`src/rtl/execute_stage.sv`:
```
// EX stage: single-cycle ALU or 32-step shift-add multiply, registered into the EX/MEM boundary.
// ex_stall holds ID/EX while a multiply is in flight; bubbles carry no memory/writeback control.
module execute_stage #(
    parameter int DATA     = 32,
    parameter int REG_ADDR = 5,
    parameter int OPW      = 4
) (
    input  logic                clock,
    input  logic                rst,
    input  logic                in_valid,
    input  logic [OPW-1:0]      alu_op,
    input  logic [DATA-1:0]     operand_a,
    input  logic [DATA-1:0]     operand_b,
    input  logic [DATA-1:0]     store_data,
    input  logic [REG_ADDR-1:0] dest_reg,
    input  logic                mem_read_in,
    input  logic                mem_write_in,
    input  logic                reg_write_in,
    input  logic                flush,
    output logic                ex_stall,
    output logic                out_valid,
    output logic [DATA-1:0]     out_address,
    output logic [DATA-1:0]     out_write_data,
    output logic [DATA-1:0]     out_wb_data,
    output logic                out_mem_read,
    output logic                out_mem_write,
    output logic                out_reg_write,
    output logic [REG_ADDR-1:0] out_dest_reg
);

    localparam int CW = $clog2(DATA);

    localparam logic [OPW-1:0] OP_ADD = OPW'(0);
    localparam logic [OPW-1:0] OP_SUB = OPW'(1);
    localparam logic [OPW-1:0] OP_AND = OPW'(2);
    localparam logic [OPW-1:0] OP_OR  = OPW'(3);
    localparam logic [OPW-1:0] OP_XOR = OPW'(4);
    localparam logic [OPW-1:0] OP_SLT = OPW'(5);
    localparam logic [OPW-1:0] OP_SLL = OPW'(6);
    localparam logic [OPW-1:0] OP_SRL = OPW'(7);
    localparam logic [OPW-1:0] OP_MUL = OPW'(8);

    typedef enum logic {IDLE, BUSY} state_t;

    state_t              state_q, state_d;
    logic [CW-1:0]       cnt_q, cnt_d;
    logic [DATA-1:0]     mul_a_q, mul_a_d;
    logic [DATA-1:0]     mul_b_q, mul_b_d;
    logic [DATA-1:0]     acc_q, acc_d;
    logic [DATA-1:0]     cap_wdata_q, cap_wdata_d;
    logic [REG_ADDR-1:0] cap_dest_q, cap_dest_d;
    logic                cap_rd_q, cap_rd_d;
    logic                cap_wr_q, cap_wr_d;
    logic                cap_rw_q, cap_rw_d;

    logic                valid_q, valid_d;
    logic [DATA-1:0]     res_q, res_d;
    logic [DATA-1:0]     wdata_q, wdata_d;
    logic                rd_q, rd_d;
    logic                wr_q, wr_d;
    logic                rw_q, rw_d;
    logic [REG_ADDR-1:0] dest_q, dest_d;

    logic [DATA-1:0]     alu_res;
    logic [DATA-1:0]     mul_step;
    logic                accept;

    assign ex_stall = (state_q == BUSY);
    assign accept   = in_valid & ~ex_stall & ~flush;

    always_comb begin
        alu_res = '0;
        case (alu_op)
            OP_ADD:  alu_res = operand_a + operand_b;
            OP_SUB:  alu_res = operand_a - operand_b;
            OP_AND:  alu_res = operand_a & operand_b;
            OP_OR:   alu_res = operand_a | operand_b;
            OP_XOR:  alu_res = operand_a ^ operand_b;
            OP_SLT:  alu_res = {{(DATA-1){1'b0}}, ($signed(operand_a) < $signed(operand_b))};
            OP_SLL:  alu_res = operand_a << operand_b[4:0];
            OP_SRL:  alu_res = operand_a >> operand_b[4:0];
            default: alu_res = '0;
        endcase
    end

    // A shifts right and B shifts left, so bit i of A always sits in mul_a_q[0].
    assign mul_step = acc_q + (mul_a_q[0] ? mul_b_q : '0);

    always_comb begin
        state_d     = state_q;
        cnt_d       = cnt_q;
        mul_a_d     = mul_a_q;
        mul_b_d     = mul_b_q;
        acc_d       = acc_q;
        cap_wdata_d = cap_wdata_q;
        cap_dest_d  = cap_dest_q;
        cap_rd_d    = cap_rd_q;
        cap_wr_d    = cap_wr_q;
        cap_rw_d    = cap_rw_q;
        valid_d     = 1'b0;
        res_d       = res_q;
        wdata_d     = wdata_q;
        rd_d        = 1'b0;
        wr_d        = 1'b0;
        rw_d        = 1'b0;
        dest_d      = dest_q;

        if (flush) begin
            state_d = IDLE;
            cnt_d   = '0;
        end else begin
            case (state_q)
                IDLE: begin
                    if (accept) begin
                        if (alu_op == OP_MUL) begin
                            mul_a_d     = operand_a;
                            mul_b_d     = operand_b;
                            acc_d       = '0;
                            cap_wdata_d = store_data;
                            cap_dest_d  = dest_reg;
                            cap_rd_d    = mem_read_in;
                            cap_wr_d    = mem_write_in;
                            cap_rw_d    = reg_write_in;
                            cnt_d       = CW'(DATA - 1);
                            state_d     = BUSY;
                        end else begin
                            valid_d = 1'b1;
                            res_d   = alu_res;
                            wdata_d = store_data;
                            dest_d  = dest_reg;
                            rd_d    = mem_read_in;
                            wr_d    = mem_write_in;
                            rw_d    = reg_write_in;
                        end
                    end
                end
                BUSY: begin
                    acc_d   = mul_step;
                    mul_a_d = mul_a_q >> 1;
                    mul_b_d = mul_b_q << 1;
                    cnt_d   = cnt_q - CW'(1);
                    if (cnt_q == '0) begin
                        valid_d = 1'b1;
                        res_d   = mul_step;
                        wdata_d = cap_wdata_q;
                        dest_d  = cap_dest_q;
                        rd_d    = cap_rd_q;
                        wr_d    = cap_wr_q;
                        rw_d    = cap_rw_q;
                        cnt_d   = '0;
                        state_d = IDLE;
                    end
                end
                default: state_d = IDLE;
            endcase
        end
    end

    always_ff @(posedge clock or posedge rst) begin
        if (rst) begin
            state_q     <= IDLE;
            cnt_q       <= '0;
            mul_a_q     <= '0;
            mul_b_q     <= '0;
            acc_q       <= '0;
            cap_wdata_q <= '0;
            cap_dest_q  <= '0;
            cap_rd_q    <= 1'b0;
            cap_wr_q    <= 1'b0;
            cap_rw_q    <= 1'b0;
            valid_q     <= 1'b0;
            res_q       <= '0;
            wdata_q     <= '0;
            rd_q        <= 1'b0;
            wr_q        <= 1'b0;
            rw_q        <= 1'b0;
            dest_q      <= '0;
        end else begin
            state_q     <= state_d;
            cnt_q       <= cnt_d;
            mul_a_q     <= mul_a_d;
            mul_b_q     <= mul_b_d;
            acc_q       <= acc_d;
            cap_wdata_q <= cap_wdata_d;
            cap_dest_q  <= cap_dest_d;
            cap_rd_q    <= cap_rd_d;
            cap_wr_q    <= cap_wr_d;
            cap_rw_q    <= cap_rw_d;
            valid_q     <= valid_d;
            res_q       <= res_d;
            wdata_q     <= wdata_d;
            rd_q        <= rd_d;
            wr_q        <= wr_d;
            rw_q        <= rw_d;
            dest_q      <= dest_d;
        end
    end

    assign out_valid      = valid_q;
    assign out_address    = res_q;
    assign out_wb_data    = res_q;
    assign out_write_data = wdata_q;
    assign out_mem_read   = rd_q;
    assign out_mem_write  = wr_q;
    assign out_reg_write  = rw_q;
    assign out_dest_reg   = dest_q;

endmodule

```
`config.mk`:
```
export PLATFORM = sky130hd
export DESIGN_NAME = execute_stage
export DESIGN_NICKNAME = d
export VERILOG_FILES = /design/src/rtl/execute_stage.sv
export SDC_FILE = /design/constraint.sdc
export NUM_CORES = 1
export LEC_CHECK = 0
export CORE_MARGIN = 5
export CORE_UTILIZATION = 45
export CTS_CLUSTER_DIAMETER = 100
export DETAILED_ROUTE_END_ITERATION = 8
export HOLD_SLACK_MARGIN = 0.02
export PLACE_DENSITY = 0.72
export REMOVE_ABC_BUFFERS = 1
export SYNTH_ARGS = -nofsm -noshare
export SYNTH_HDL_FRONTEND = slang
export SYNTH_SLANG_ARGS = --single-unit
```
`constraint.sdc`:
```
create_clock -name clock -period 9.6 [get_ports clock]
set_input_delay 1.92 -clock clock [delete_from_list [all_inputs] [get_ports clock]]
set_output_delay 1.92 -clock clock [all_outputs]
set_load 0.03 [all_outputs]
```
==> results of run 1 <==
-- worst min-delay path, cell delays in order, from the launching register on --
cell and delay (ns):
dfrtp_1 0.34, nand2_1 0.05, nand2_1 0.06
-- worst max-delay path by stage --
stage,to,slack [ns],depth (start not counted)
after global routing,out_address[31],3.36,15
final,out_address[31],3.74,15
after detailed placement,out_address[31],3.26,15
after CTS,out_address[31],3.88,15
after global placement,out_address[31],3.31,15
after floorplan,out_address[23],-1.46,10
-- kinds of logic after synthesis --
kind of cell,count (synthesis),share of synthesized area (%)
AOI/OAI and AO/OA,714,23.24
xor gates and xnor gates,35,1.561
adders and majority gates,149,9.609
buffers and inverters,301,6.678
DFF,215,27.40
muxes,197,13.61
and+or+nand+nor,798,17.90
-- final cells by class --
class	instances	area [sq um]	area share (%)
Inverter	112	427.9	1.863
Tap cell	585	732.0	3.187
Antenna cell	2	5.005	0.02179
Timing Repair Buffer	260	2495	10.86
Clock buffer	40	774.5	3.372
Clock inverter	10	150.1	0.6537
Multi-Input combinational cell	1893	13000	56.60
Sequential cell	215	5384	23.44
-- metrics by stage --
step	cells	hold WS [ns]	util (%)	setup slack (ns)
floorplan	2220	0.4454	-	-1.465
global placement	3065	0.4563	51.16	3.310
detailed placement	3065	0.4622	51.16	3.263
CTS	3115	0.4766	53.31	3.883
global route	3115	0.4898	53.31	3.362
finish	3117	0.4734	53.32	3.735
-- report_power, final --
group          switching [uW]  internal (uW)  leakage, uW
registers                 133           1060      0.00277
logic                     735            463      0.00666
clock network             431            643     0.000451
total                    1300           2170      0.00989
-- routing by layer --
metal  global-route usage (%)  share of wire [%]  vias to the layer above
li1                         -                  -                     8834
met5                        0              0.044                        -
met3                    5.973                8.6                      118
met1                    43.93                 44                     9451
met4                    8.059                2.9                        2
met2                    47.65                 45                      767
-- cell usage after synthesis, types with 11 or more instances --
cell type and instances:
ha_1 146, o211ai_1 25, inv_1 105, a22oi_1 14, nor2_1 207, a21oi_1 157
o21ai_1 37, xnor2_1 26, a211oi_1 26, mux2i_1 132, clkbuf_1 110, a21o_1 22
o21bai_1 24, nand3_1 29, buf_1 24, a31oi_1 23, buf_4 35, or3_1 20
nand2_1 375, nand4_1 15, o221ai_1 13, nand2b_1 13, mux4_2 55, o22ai_1 19
buf_2 16, a221oi_1 32, o21ai_0 214, and3_1 12, nor2b_1 17, o31ai_1 11
nor3_1 36, and2_1 35, dfrtp_1 215, o21a_1 14
==> impl_metrics.ini, run 1 <==
[grt]
grt_pass1_vias = 18433
grt_pass1_wl_mm = 114.1
grt_overflow = 0
grt_max_degree = 118
grt.total_usage_pct = 30.63
antenna_found_initial = 3

[drt]
routed_wl_mm = 75.50
drc_errors = 0
viasPerCell = 6.151
drt_pass1_iterations = 5
dr_total_vias = 19172
antenna_left = 0
drt_iter0_drc = 1988
post_drt_wl_per_cell_microns = 24.22

[logic_synthesis]
synth.cell_area_sq_mm = 0.01964
ys_ff_latch = 215
yosysTopAreaCell = dfrtp_1
post_synth_num_cell_types = 92
synth_seq_area_share_pct = 27.40
yosys_warnings = 0
async_reset_ff_share_pct = 100.0
synthCells = 2409
avgSynthCellArea_sq_um = 8.151
yosys.area.top_type_share_pct = 27.40
synthFlopType = dfrtp_1
synth_edf_count = 0
ys_top_cells_by_area = dfrtp_1, ha_1, nand2_1

[pwr]
p_leak_uw = 0.009887
powerDensity_mw_per_mm2 = 151.0
ir_drop_v = 0.0001797
power_uw = 3469

[cells_and_area]
final_cell_mix = nand2_1, o21ai_0, dfrtp_1, clkdlybuf4s50_1, nor2_1
area_growth_syn_to_layout_pct = 16.97
drive_gt1_share_pct = 7.352
final_common_cell = nand2_1
fillers = 4011
fin_area_sq_mm = 0.02297
finalNetCount = 2770

[timing]
period_needed_ns = 5.865
setup_tns_ns = 0
grt_setup_unrepaired = no
skew_ns = 0.01500
finalCritPeriodShare_pct = 61.09
fmax_mhz = 170.5
hold_violations = 0
slew_headroom_pct = 26.20
maxSlewViolCount = 0
setup_viol = 0
worst_slew_pin_slew_ns = 1.107

[critical_path]
crit_path_end_kind = register
start_kind = input pin
startpoint = operand_b[2]
cp_data_required_time_ns = 10.06
r2r_start = mul_a_q[0]
ff2ff_setup_slack_ns = 5.30
critical_path_class = in -> reg
path_max_fanout = 48
critPathMaxStageDelay_ns = 0.78
ff2ff_path_depth = 13
crit_slowest_cell = a2111oi_2
crit_chain = clkdlybuf4s50_1 > buf_4 > inv_2 > buf_4 > ha_1 > nand2_1 > o21ai_1 > nand4_1 > a2111oi_2 > o21ai_1 > o211ai_1 > nand2_1 > o311ai_1 > a211oi_1 > or3_1
r2r_end = out_address[28]
crit_buf_inv = 4
critical-path-top-delay-family = compound AO/OA/AOI/OAI gates
crit_arrival_ns = 6.33

[placement]
placed_cell_area_sq_mm = 0.02204
hpwl_mm = 56.85
place.gp.congestion = 0.9967
io_buffer_count = 217

[cts]
cts_tree = built
htree_levels = 1
cts_root_buf = clkbuf_16
path_clk_slew_ns = 0.07
cts_setup_buffers = 0
cts_hold_buffers = 0
cts_sinks = 215
worstSkewPairLatency_ns = 0.58
numCtsBuffers = 27
ctsResizeCount = 0
clk_path_buf_depth = 3

[die]
die_y_microns = 218.9
start_util_pct = 45.58
die_area_sq_mm = 0.04792
die_w_microns = 218.9
ios = 218
rows = 76
coreArea_sq_mm = 0.04308

[hold_path]
worstHoldEndpoint = cap_wdata_q[27]
worstHoldStart = cap_wdata_q[27]
hold_depth = 2
hold_path_class = reg -> reg

[outcome]
outcome = complete, no violations

[run]
drv_cap = 0
Note: power is estimated with default switching activity, not from simulation.
==> run 2: changes to the inputs <==
==> constraint.sdc (replaced) <==
create_clock -name clock -period 5.7 [get_ports clock]
set_input_delay 1.14 -clock clock [delete_from_list [all_inputs] [get_ports clock]]
set_output_delay 1.14 -clock clock [all_outputs]
set_load 0.03 [all_outputs]
==> impl_metrics.ini, run 2 (synthesized netlist as in run 1, its figures left out) <==
[outcome]
outcome = complete, no violations

[pwr]
pwr-share-clk_pct = 30.6
seq_power_share_pct = 34.4
powerDensity_mw_per_mm2 = 252.6
p_leak_uw = 0.01002
power_uw = 5853
p_int_uw = 3658
ir_drop_v = 0.0002130
switching_power_uw = 2196
pwr-share-comb_pct = 35.0
p_sw_share_pct = 37.51

[cts]
cts_tree = built
ctsResizeCount = 0
htree_levels = 1
numCtsBuffers = 27
cts_setup_buffers = 0
cts_root_buf = clkbuf_16
cts_hold_buffers = 0
cts_sinks = 215
path_clk_slew_ns = 0.06
clk_path_buf_depth = 3
worstSkewPairLatency_ns = 0.58

[drt]
dr_total_vias = 19608
drt_pass1_iterations = 6
routed_wl_mm = 75.81
antenna_left = 0
post_drt_wl_per_cell_microns = 24.16
drc_errors = 0
viasPerCell = 6.249
drt_iter0_drc = 2319

[timing]
maxSlewViolCount = 0
setup_viol = 0
fmax_mhz = 214.2
grt_setup_unrepaired = no
worst_slew_pin_slew_ns = 1.266
hold_violations = 0
finalCritPeriodShare_pct = 81.90
setup_tns_ns = 0
slew_headroom_pct = 14.40
period_needed_ns = 4.668
skew_ns = 0.01699

[critical_path]
ff2ff_path_depth = 13
startpoint = alu_op[2]
r2r_end = out_address[28]
crit_path_end = out_address[31]
start_kind = input pin
critical_path_class = in -> reg
crit_chain = clkdlybuf4s50_1 > nor4b_1 > nor3_1 > o22ai_4 > buf_4 > a21oi_1 > a41oi_1 > or3_1
r2r_start = mul_a_q[0]
crit_arrival_ns = 5.17
path_max_fanout = 98
crit_slowest_cell = nor4b_1
critPathMaxStageDelay_ns = 1.12
cp_data_required_time_ns = 6.20
crit_path_end_kind = register
ff2ff_setup_slack_ns = 1.32

[placement]
place.gp.congestion = 1.058
placed_cell_area_sq_mm = 0.02224
hpwl_mm = 58.12
io_buffer_count = 217
dp_cells = 3089

[die]
ios = 218
die_area_sq_mm = 0.04792
rows = 76
start_util_pct = 45.58
die_y_microns = 218.9
die_w_microns = 218.9
coreArea_sq_mm = 0.04308

[grt]
grt_overflow = 0
grt_max_degree = 124
grt_pass1_vias = 18555
grt.total_usage_pct = 30.56
grt_pass1_wl_mm = 114.3
antenna_found_initial = 3

[cells_and_area]
final_util_pct = 53.78
final_common_cell = nand2_1
drive_gt1_share_pct = 8.382
area_growth_syn_to_layout_pct = 17.99
fin_cells = 3138
finalNetCount = 2794
diodes = 0
final_cell_mix = nand2_1, o21ai_0, dfrtp_1, clkdlybuf4s50_1, nor2_1
fin_area_sq_mm = 0.02317

[run]
drv_cap = 0

[hold_path]
hold_path_class = reg -> reg
## run 2: cell types whose count changed in the layout (fill, tap and decap cells not counted)
cell	before	now
clkbuf_1	8	3
buf_4	43	65
diode_2	2	0
clkinvlp_4	1	2
clkinv_2	3	7
buf_12	1	3
inv_6	2	1
## run 2: layout make-up
cell class	count	area, sq um
Clock buffer	35	755.7
Clock inverter	14	168.9
Fill cell	4030	19910
Inverter	112	427.9
Multi-Input combinational cell	1893	13000
Sequential cell	215	5384
Tap cell	585	732.0
Timing Repair Buffer	284	2700
## run 2: how the worst min path moves through the flow
stage / from / endpoint / cells past startpoint
finish: cap_wdata_q[18] / cap_wdata_q[18] / 2
global route: cap_wdata_q[26] / cap_wdata_q[26] / 2
CTS: cap_wdata_q[18] / cap_wdata_q[18] / 2
detailed placement: cap_wdata_q[18] / cap_wdata_q[18] / 2
global placement: cap_dest_q[0] / cap_dest_q[0] / 2
floorplan: cap_dest_q[0] / cap_dest_q[0] / 2
## run 2: power groups by stage
stage / clock [uW] / sequential [uW] / combinational (uW)
after floorplan: 0 / 2200 / 969
after global placement: 0 / 2020 / 1980
after detailed placement: 0 / 2040 / 2010
after CTS: 1830 / 2010 / 2020
after global routing: 1890 / 2050 / 2190
final: 1790 / 2010 / 2050
## run 2: through the flow
stage | hold WS [ns] | setup slack, ns
after floorplan | 0.4454 | -5.365
after global placement | 0.4571 | 0.5894
after detailed placement | 0.4621 | 0.6356
after CTS | 0.4765 | 1.219
after global routing | 0.4895 | 0.8763
final | 0.4746 | 1.032
## run 2: layer usage
metal | routed length, microns | share of wire, % | up-vias | global-route usage, %
met1 | 32540 | 43 | 9520 | 44.26
met4 | 2542 | 3.4 | 2 | 8.499
met2 | 33090 | 44 | 1051 | 46.46
met5 | 9 | 0.012 | - | 0
met3 | 7625 | 10 | 175 | 6.387
li1 | - | - | 8860 | -
## run 2: critical path: cells and delay by family
family | cells | cell delay [ns]
AOI/OAI and AO/OA | 3 | 1.03
buffers and inverters | 2 | 1.48
and+or+nand+nor | 3 | 1.47
